--- config.mk ---
export PLATFORM = sky130hd
export DESIGN_NAME = branch_predictor_param
export DESIGN_NICKNAME = d
export VERILOG_FILES = /design/src/rtl/bp_pkg.sv /design/src/rtl/bp_sat_counter.sv /design/src/rtl/branch_predictor_param.sv
export SDC_FILE = /design/constraint.sdc
export NUM_CORES = 1
export LEC_CHECK = 0
export CAP_MARGIN = 20
export CORE_MARGIN = 1
export CORE_UTILIZATION = 52
export CTS_BUF_LIST = sky130_fd_sc_hd__clkbuf_16
export DETAILED_ROUTE_END_ITERATION = 8
export PLACE_DENSITY = 0.67
export SETUP_SLACK_MARGIN = 0.3
export SYNTH_ARGS = -nofsm -noshare
export SYNTH_HDL_FRONTEND = slang
export SYNTH_SLANG_ARGS = --single-unit
--- constraint.sdc ---
create_clock -name clk -period 4.1 [get_ports clk]
set_input_delay 0.82 -clock clk [delete_from_list [all_inputs] [get_ports clk]]
set_output_delay 0.82 -clock clk [all_outputs]
set_load 0.01 [all_outputs]
--- src/rtl/bp_pkg.sv ---
// Shared encodings and geometry helpers for the parametrised branch predictor.
package bp_pkg;

    typedef enum logic [1:0] {
        SNT = 2'b00,
        WNT = 2'b01,
        WT  = 2'b10,
        ST  = 2'b11
    } ctr_e;

    localparam ctr_e CTR_RESET = WNT;
    localparam ctr_e CTR_ALLOC = WT;

    function automatic int bp_idx_w(input int entries);
        return $clog2(entries);
    endfunction

    // Two low PC bits are the word offset and never take part in index or tag.
    function automatic int bp_tag_w(input int pc_w, input int entries);
        return pc_w - $clog2(entries) - 2;
    endfunction

endpackage

--- src/rtl/bp_sat_counter.sv ---
// 2-bit saturating up/down next-state logic shared by BTB counters and the PHT.
module bp_sat_counter
    import bp_pkg::*;
(
    input  logic [1:0] ctr,
    input  logic       inc,
    output logic [1:0] ctr_next
);

    always_comb begin
        // NOTE: default assignment first so no path through the block leaves ctr_next unassigned (no latch).
        ctr_next = ctr;
        if (inc) begin
            if (ctr != ST) ctr_next = ctr + 2'd1;
        end else begin
            if (ctr != SNT) ctr_next = ctr - 2'd1;
        end
    end

endmodule

--- src/rtl/branch_predictor_param.sv ---
// Direct-mapped BTB with 2-bit direction counters and saturating perf counters.
// Define BP_GSHARE_EN to index the direction counters by pc index XOR global history.
module branch_predictor_param
    import bp_pkg::*;
#(
    parameter int PC_W    = 8,
    parameter int ENTRIES = 16,
    parameter int PERF_W  = 16
) (
    input  logic              clk,
    input  logic              rst,
    input  logic [PC_W-1:0]   pc,
    input  logic              upd_valid,
    input  logic [PC_W-1:0]   upd_pc,
    input  logic              upd_taken,
    input  logic [PC_W-1:0]   upd_target,
    input  logic              upd_mispredict,
    input  logic              stall,
    output logic              hit,
    output logic              taken,
    output logic [PC_W-1:0]   pc_predicted,
    output logic [PERF_W-1:0] upd_count,
    output logic [PERF_W-1:0] mispred_count
);

    localparam int IDX_W = bp_idx_w(ENTRIES);
    localparam int TAG_W = bp_tag_w(PC_W, ENTRIES);

    logic             valid_q  [ENTRIES];
    logic [TAG_W-1:0] tag_q    [ENTRIES];
    logic [PC_W-1:0]  target_q [ENTRIES];
    logic [1:0]       dir_q    [ENTRIES];

    logic [IDX_W-1:0] idx, upd_idx, dir_idx, upd_dir_idx;
    logic [TAG_W-1:0] tag, upd_tag;
    logic             upd_accept, upd_hit;
    logic [1:0]       dir_next;
    logic [PERF_W-1:0] upd_count_q, mispred_count_q;

    assign idx     = pc[IDX_W+1:2];
    assign tag     = pc[PC_W-1:IDX_W+2];
    assign upd_idx = upd_pc[IDX_W+1:2];
    assign upd_tag = upd_pc[PC_W-1:IDX_W+2];

`ifdef BP_GSHARE_EN
    logic [IDX_W-1:0] ghr_q;

    assign dir_idx     = idx ^ ghr_q;
    assign upd_dir_idx = upd_idx ^ ghr_q;

    always_ff @(posedge clk) begin
        if (rst)             ghr_q <= '0;
        else if (upd_accept) ghr_q <= {ghr_q[IDX_W-2:0], upd_taken};
    end
`else
    assign dir_idx     = idx;
    assign upd_dir_idx = upd_idx;
`endif

    assign upd_accept = upd_valid && !stall;
    assign upd_hit    = valid_q[upd_idx] && (tag_q[upd_idx] == upd_tag);

    bp_sat_counter u_sat (
        .ctr      (dir_q[upd_dir_idx]),
        .inc      (upd_taken),
        .ctr_next (dir_next)
    );

    // Lookup reads pre-edge state, so a same-cycle update is visible one cycle later.
    assign hit          = valid_q[idx] && (tag_q[idx] == tag);
    assign taken        = hit && dir_q[dir_idx][1];
    assign pc_predicted = taken ? target_q[idx] : '0;

    always_ff @(posedge clk) begin
        if (rst) begin
            // NOTE: the table is reset entry by entry because lookups depend on valid and counter values from the first cycle.
            for (int i = 0; i < ENTRIES; i++) begin
                valid_q[i]  <= 1'b0;
                tag_q[i]    <= '0;
                target_q[i] <= '0;
                dir_q[i]    <= CTR_RESET;
            end
        end else if (upd_accept) begin
            // NOTE: non-blocking assignments so every register here samples pre-edge values.
            if (upd_hit) begin
                dir_q[upd_dir_idx] <= dir_next;
                if (upd_taken) target_q[upd_idx] <= upd_target;
            end else if (upd_taken) begin
                valid_q[upd_idx]   <= 1'b1;
                tag_q[upd_idx]     <= upd_tag;
                target_q[upd_idx]  <= upd_target;
                dir_q[upd_dir_idx] <= CTR_ALLOC;
            end
        end
    end

    always_ff @(posedge clk) begin
        if (rst) begin
            upd_count_q     <= '0;
            mispred_count_q <= '0;
        end else if (upd_accept) begin
            if (upd_count_q != '1) upd_count_q <= upd_count_q + 1'b1;
            if (upd_mispredict && (mispred_count_q != '1))
                mispred_count_q <= mispred_count_q + 1'b1;
        end
    end

    assign upd_count     = upd_count_q;
    assign mispred_count = mispred_count_q;

endmodule

== After elaboration in Yosys (flattened, before gate mapping) ==
Memories as Yosys holds them, arrays and structs flattened.
Cells that the tools add are included.
Cells by class
  $add $sub $neg: 4
  eq/ne operators: 5
  multiplexer cells: 33
  bitwise gates (word level): 2
  reduce and logical (&&, ||, !) cells: 13
Operators by type and width (count)
  $add 16x1->16 const B: 2
  $ne 16x16->1 const B: 2
  $mux 8: 3
  $mux 1: 20
  $mux 4: 4
  $mux 2: 6
  $reduce_or 8->1: 1
  $logic_and 1x1->1: 5
  $eq 2x2->1: 2
  $reduce_and 2->1: 2
  $reduce_or 2->1: 2
  $add 2x1->2 const B: 1
  $ne 2x2->1 const B: 1
  $or 1x1->1: 2
  $reduce_bool 2->1: 1
  $sub 2x1->2 const B: 1
  $logic_not 1->1: 1
  $reduce_or 1->1: 1
Word-level totals
  register bits: 32
  memory bits (writable): 208
  input bits: 30
  output and inout port bits: 42
  logic and storage cells: 63
  memories kept: 4
Memories
  target_q: depth 16, width 8, read ports 1, clocked after memory_dff 0, write ports 16, line branch_predictor_param.sv:31  | logic [PC_W-1:0] target_q [ENTRIES];
  dir_q: depth 16, width 2, read ports 2, clocked after memory_dff 0, write ports 16, line branch_predictor_param.sv:32  | logic [1:0] dir_q [ENTRIES];
  tag_q: depth 16, width 2, read ports 2, clocked after memory_dff 0, write ports 16, line branch_predictor_param.sv:30  | logic [TAG_W-1:0] tag_q [ENTRIES];
  valid_q: depth 16, width 1, read ports 2, clocked after memory_dff 0, write ports 16, line branch_predictor_param.sv:29  | logic valid_q [ENTRIES];

== Depth between registers and ports, before layout ==
An unclocked memory read counts as a cell.
  depth in word-level cells: 10
  depth in mapped cells: 11
  depth with buffers taken out: 7

== Hierarchy ==
A second synthesis with hierarchy kept.
Second synthesis, totals
  cell total of the unflattened synthesis: 968
  area total of the unflattened synthesis: 12289.3 µm²
By module, submodules not included
  branch_predictor_param: times used 1, cells an instance 965, area each 12263.0 µm², sequential area each 6726.5 µm²
  bp_sat_counter: times used 1, cells an instance 3, area each 26.3 µm², sequential area each 0.0 µm²

== Least setup slack after synthesis ==
OpenSTA, ideal clock, no wires.
  kind: input to output
  from: in pc[2]
  to: out pc_predicted[0]
  arrival: 3110 ps
  required time: 3280 ps
  slack: 170 ps
  stages on the path: 6
  path buffers: 1
  cell sequence: buf_1 -> mux4_2 -> mux4_2 -> xnor2_1 -> nand3_1 -> a211oi_1
On the way
  cells in the longest elaborated chain, start to end: 5
  elaborated cells between the ends (all ways): 8
  those cells by class: 1 x eq/ne; 1 x mux; 2 x reduce/logical; 4 x memory
Ends and longest elaborated chain
  from (decl): line branch_predictor_param.sv:12  | input logic [PC_W-1:0] pc,
  $mem_v2 16x2
  $eq 2x2->1: line branch_predictor_param.sv:70  | assign hit = valid_q[idx] && (tag_q[idx] == tag);
  $logic_and 1x1->1: line branch_predictor_param.sv:70
  $logic_and 1x1->1: line branch_predictor_param.sv:71  | assign taken = hit && dir_q[dir_idx][1];
  $mux 8 (*): line branch_predictor_param.sv:72  | assign pc_predicted = taken ? target_q[idx] : '0;
  to (decl): line branch_predictor_param.sv:21  | output logic [PC_W-1:0] pc_predicted,
Mark *: on every way between the ends. The rest lies on a longest branch, timed or not.

== Worst setup path after layout ==
  from: in pc[3]
  to: out taken
On the way
  cells in the longest elaborated chain, start to end: 4
  elaborated cells between the ends (all ways): 6
  those cells by class: 1 x eq/ne; 2 x reduce/logical; 3 x memory
Ends and longest elaborated chain
  $mem_v2 16x2
  $eq 2x2->1: line branch_predictor_param.sv:70
  $logic_and 1x1->1: line branch_predictor_param.sv:70
  $logic_and 1x1->1 (*): line branch_predictor_param.sv:71
  to (decl): line branch_predictor_param.sv:20  | output logic taken,
Marks and branches as above.

==> results.py <==
metrics = {
    "yosys": {
        "yosys_warnings": 0,
        "synth-seq-area-share_pct": 55.8,
        "avgSynthCellArea_um2": 12.8,
        "yosys.area.top_type": "edfxtp_1",
        "synth_edf_count": 192,
        "netlist_area_um2": 12000,
        "synth_cell_types": 45,
        "ys.flop_type": "edfxtp_1",
        "syn-instance-count": 944,
        "ys_ff_latch": 240,
        "synth_nets": 976,
        "synthArstFlopShare_pct": 0,
        "synth_area_leaders": "edfxtp_1 48%, mux4_2 13%, dfxtp_1 8.0%",
        "yosysTopAreaCellShare_pct": 47.9,
    },
    "detailed_routing": {
        "vias": 8283,
        "ant_nets": 0,
        "drc": 0,
        "wire_per_inst_um": 23.0,
        "drt_wl_total_mm": 30.8,
        "initialDrtViolationCount": 1041,
        "routed_via_density": 6.17,
        "first_pass_iters": 6,
    },
    "cts": {
        "clock_path_buffers": 3,
        "root_buffer": "clkbuf_16",
        "clock_latency_ps": 530,
        "cts_inserted_buffers": 26,
        "cts_max_level": 1,
        "path_clk_slew_ps": 60,
        "cts_sinks": 240,
        "tritoncts": "yes",
    },
    "power": {
        "powerDensity_nw_per_um2": 389,
        "ir_drop_mv": 0.319,
        "p_leak_nw": 5.30,
    },
    "timing": {
        "setup_viol": 0,
        "min_period_over_period_pct": 91.0,
        "hold_viol": 0,
        "tightest_slew_ps": 905,
        "fmax_ghz": 0.268,
        "rsz0062_at_grt": "true",
        "slew_headroom_pct": 39.6,
        "finClkSkew_ps": 11.3,
        "slew_violations": 0,
        "period_needed_ps": 3730,
    },
    "worst_setup_path": {
        "cp.depth": 10,
        "crit_fanout": 9,
        "crit_type": "in2out",
        "cp.required_ps": 3280,
        "r2r_start": "tag_q[9][0]",
        "max_stage_delay_ps": 500,
        "path_buf_inv": 6,
        "regToRegSetupSlack_ps": 1090,
        "cpLargestDelayFamily": "buffers and inverters",
        "start_kind": "input port",
        "endpoint_kind": "output port",
        "arrival_ps": 2910,
        "worst_path_max_delay_cell": "mux4_2",
        "r2r_end": "dir_q[6][1]",
        "crit_path_cell_trace": "buf_2, buf_4, mux4_2, mux4_2, and2_4, nand3_2, buf_6, buf_4, inv_1, dlygate4sd2_1",
        "critPathCapture": "taken",
        "worstSetupStartpoint": "pc[3]",
        "reg2regPathDepth": 7,
    },
    "place": {
        "place_inst": 1289,
        "post_dp_cell_area_um2": 13400,
        "gp_congestion": 0.874,
        "io_buffers": 67,
        "hpwlAfterDp_mm": 21.0,
    },
    "global_route": {
        "grt_max_degree": 109,
        "grt_pass1_wl_mm": 47.9,
        "track_usage_pct": 26.6,
        "grt_pass1_vias": 8267,
        "grt-ovfl-total": 0,
        "antenna_found_initial": 0,
    },
    "layout": {
        "syn_to_final_growth_pct": 18.8,
        "layout-drive-gt1-share_pct": 22.1,
        "nNetsFinal": 1069,
        "num_antenna_cells": 0,
        "finalNonFillerCells": 1342,
        "n_fill_cell": 1799,
        "stdcell_area_um2": 14300,
    },
    "floorplanning": {
        "coreArea_um2": 22700,
        "die_w_um": 154,
        "floorplan.rows": 55,
        "start_util_pct": 53.0,
        "ios": 72,
        "dieArea_um2": 23800,
        "die_h_um": 154,
    },
    "run": {
        "cap_violations": 0,
    },
    "hold_path": {
        "hp-class": "reg2reg",
    },
    "status": {
        "outcome": "finished clean",
    },
}
[state kept, by name, indices dropped and copies added, names as in the netlist]
signal	count
dir_q	32
valid_q	16
tag_q	32
target_q	128
mispred_count	16
upd_count	16
[cell usage after synthesis (8+ instances only)]
master,instances
and2_1,30
nand2_1,40
clkbuf_1,72
and4_1,8
a2bb2oi_1,13
o21ai_0,32
mux4_2,72
xnor2_1,8
o211ai_2,10
buf_2,8
edfxtp_1,192
o21ai_1,10
dfxtp_1,48
mux2i_1,16
and3_1,113
nand3_1,34
nor2b_1,14
nor2_1,91
inv_1,15
a211oi_1,16
o211ai_1,16
xor2_1,23
nand4_1,8
[power by group]
group	switching (W)	internal, W	total (W)
clock network	0.000982	0.00136	0.00234
logic	0.000271	0.000210	0.000481
registers	0.0000351	0.00271	0.00275
total	0.00129	0.00428	0.00557
[how the worst min path moves through the flow]
stage,startpoint,endpoint,depth (start not counted)
global route,valid_q[14],valid_q[14],2
floorplan,valid_q[10],valid_q[10],2
global placement,valid_q[13],valid_q[13],2
finish,valid_q[2],valid_q[2],2
detailed placement,valid_q[2],valid_q[2],2
CTS,valid_q[2],valid_q[2],2
[tightest hold or removal path: cells and delay by family, from the launching register on]
| family | cells | cell delay [ps] |
|---|---|---|
| flip-flops | 1 | 320 |
| AO/OA/AOI/OAI | 1 | 70 |
| buffers and inverters | 1 | 50 |
[per-layer routing]
| layer | GRT usage, % | share of wire (%) |
|---|---|---|
| met2 | 43.4 | 48 |
| met5 | 0 | 0 |
| met3 | 3.81 | 8.1 |
| met1 | 37.9 | 42 |
| met4 | 6.52 | 1.7 |
[kinds of logic (layout without fill, tap and decap cells)]
| logic type | Yosys count | in the layout | share of synthesized area [%] |
|---|---|---|---|
| buffers and inverters | 105 | 218 | 3.60 |
| DFF | 240 | 240 | 55.8 |
| adders and majority gates | 2 | 2 | 0.208 |
| and+or+nand+nor | 351 | 351 | 15.4 |
| xor gates and xnor gates | 31 | 31 | 2.25 |
| AOI/OAI and AO/OA | 122 | 122 | 7.41 |
| muxes | 93 | 93 | 15.3 |
[layout make-up]
type	instances	area, um2	share of cell area, %
multi-input combinational	599	4920	34.4
sequential	240	6730	47.0
inverter	15	56.3	0.394
timing repair buffer	155	1390	9.72
clock inverter	22	209	1.46
clock buffer	26	651	4.55
tap	285	357	2.49
[repair_timing]
action | CTS | global route
pin swaps | 0 | 2
resized for setup | 24 | 13
hold buffers | 0 | 0
setup buffers | 4 | 0
setup endpoints to repair | 9 | 7
[cell usage in the layout (no fill, tap or decap), types with 7 or more instances in the layout]
cell / n
edfxtp_1: 192
and3_1: 113
nor2_1: 90
buf_4: 80
mux4_2: 72
clkdlybuf4s50_1: 53
dfxtp_1: 48
nand2_1: 40
nand3_1: 33
o21ai_0: 32
and2_1: 29
clkbuf_16: 26
xor2_1: 23
inv_1: 17
mux2i_1: 16
o211ai_1: 16
nor2b_1: 14
a211oi_1: 13
a2bb2oi_1: 13
o211ai_2: 10
o21ai_1: 10
and4_1: 8
nand4_1: 8
xnor2_1: 7
a22o_1: 7
buf_12: 7
[stage by stage]
step / worst slack [ps] / TNS (ps) / utilization (%) / hold WS (ps) / total power [W]
2_1_floorplan: 452 / 0 / - / 452 / 0.00308
3_3_place_gp: -82.0 / -330 / 58.8 / 467 / 0.00325
3_5_place_dp: -90.7 / -365 / 58.8 / 474 / 0.00327
4_1_cts: 265 / 0 / 62.9 / 486 / 0.00558
5_1_grt: 298 / 0 / 63.0 / 500 / 0.00573
6_report: 370 / 0 / 63.0 / 481 / 0.00557
Power figures use the tool's default switching activity.
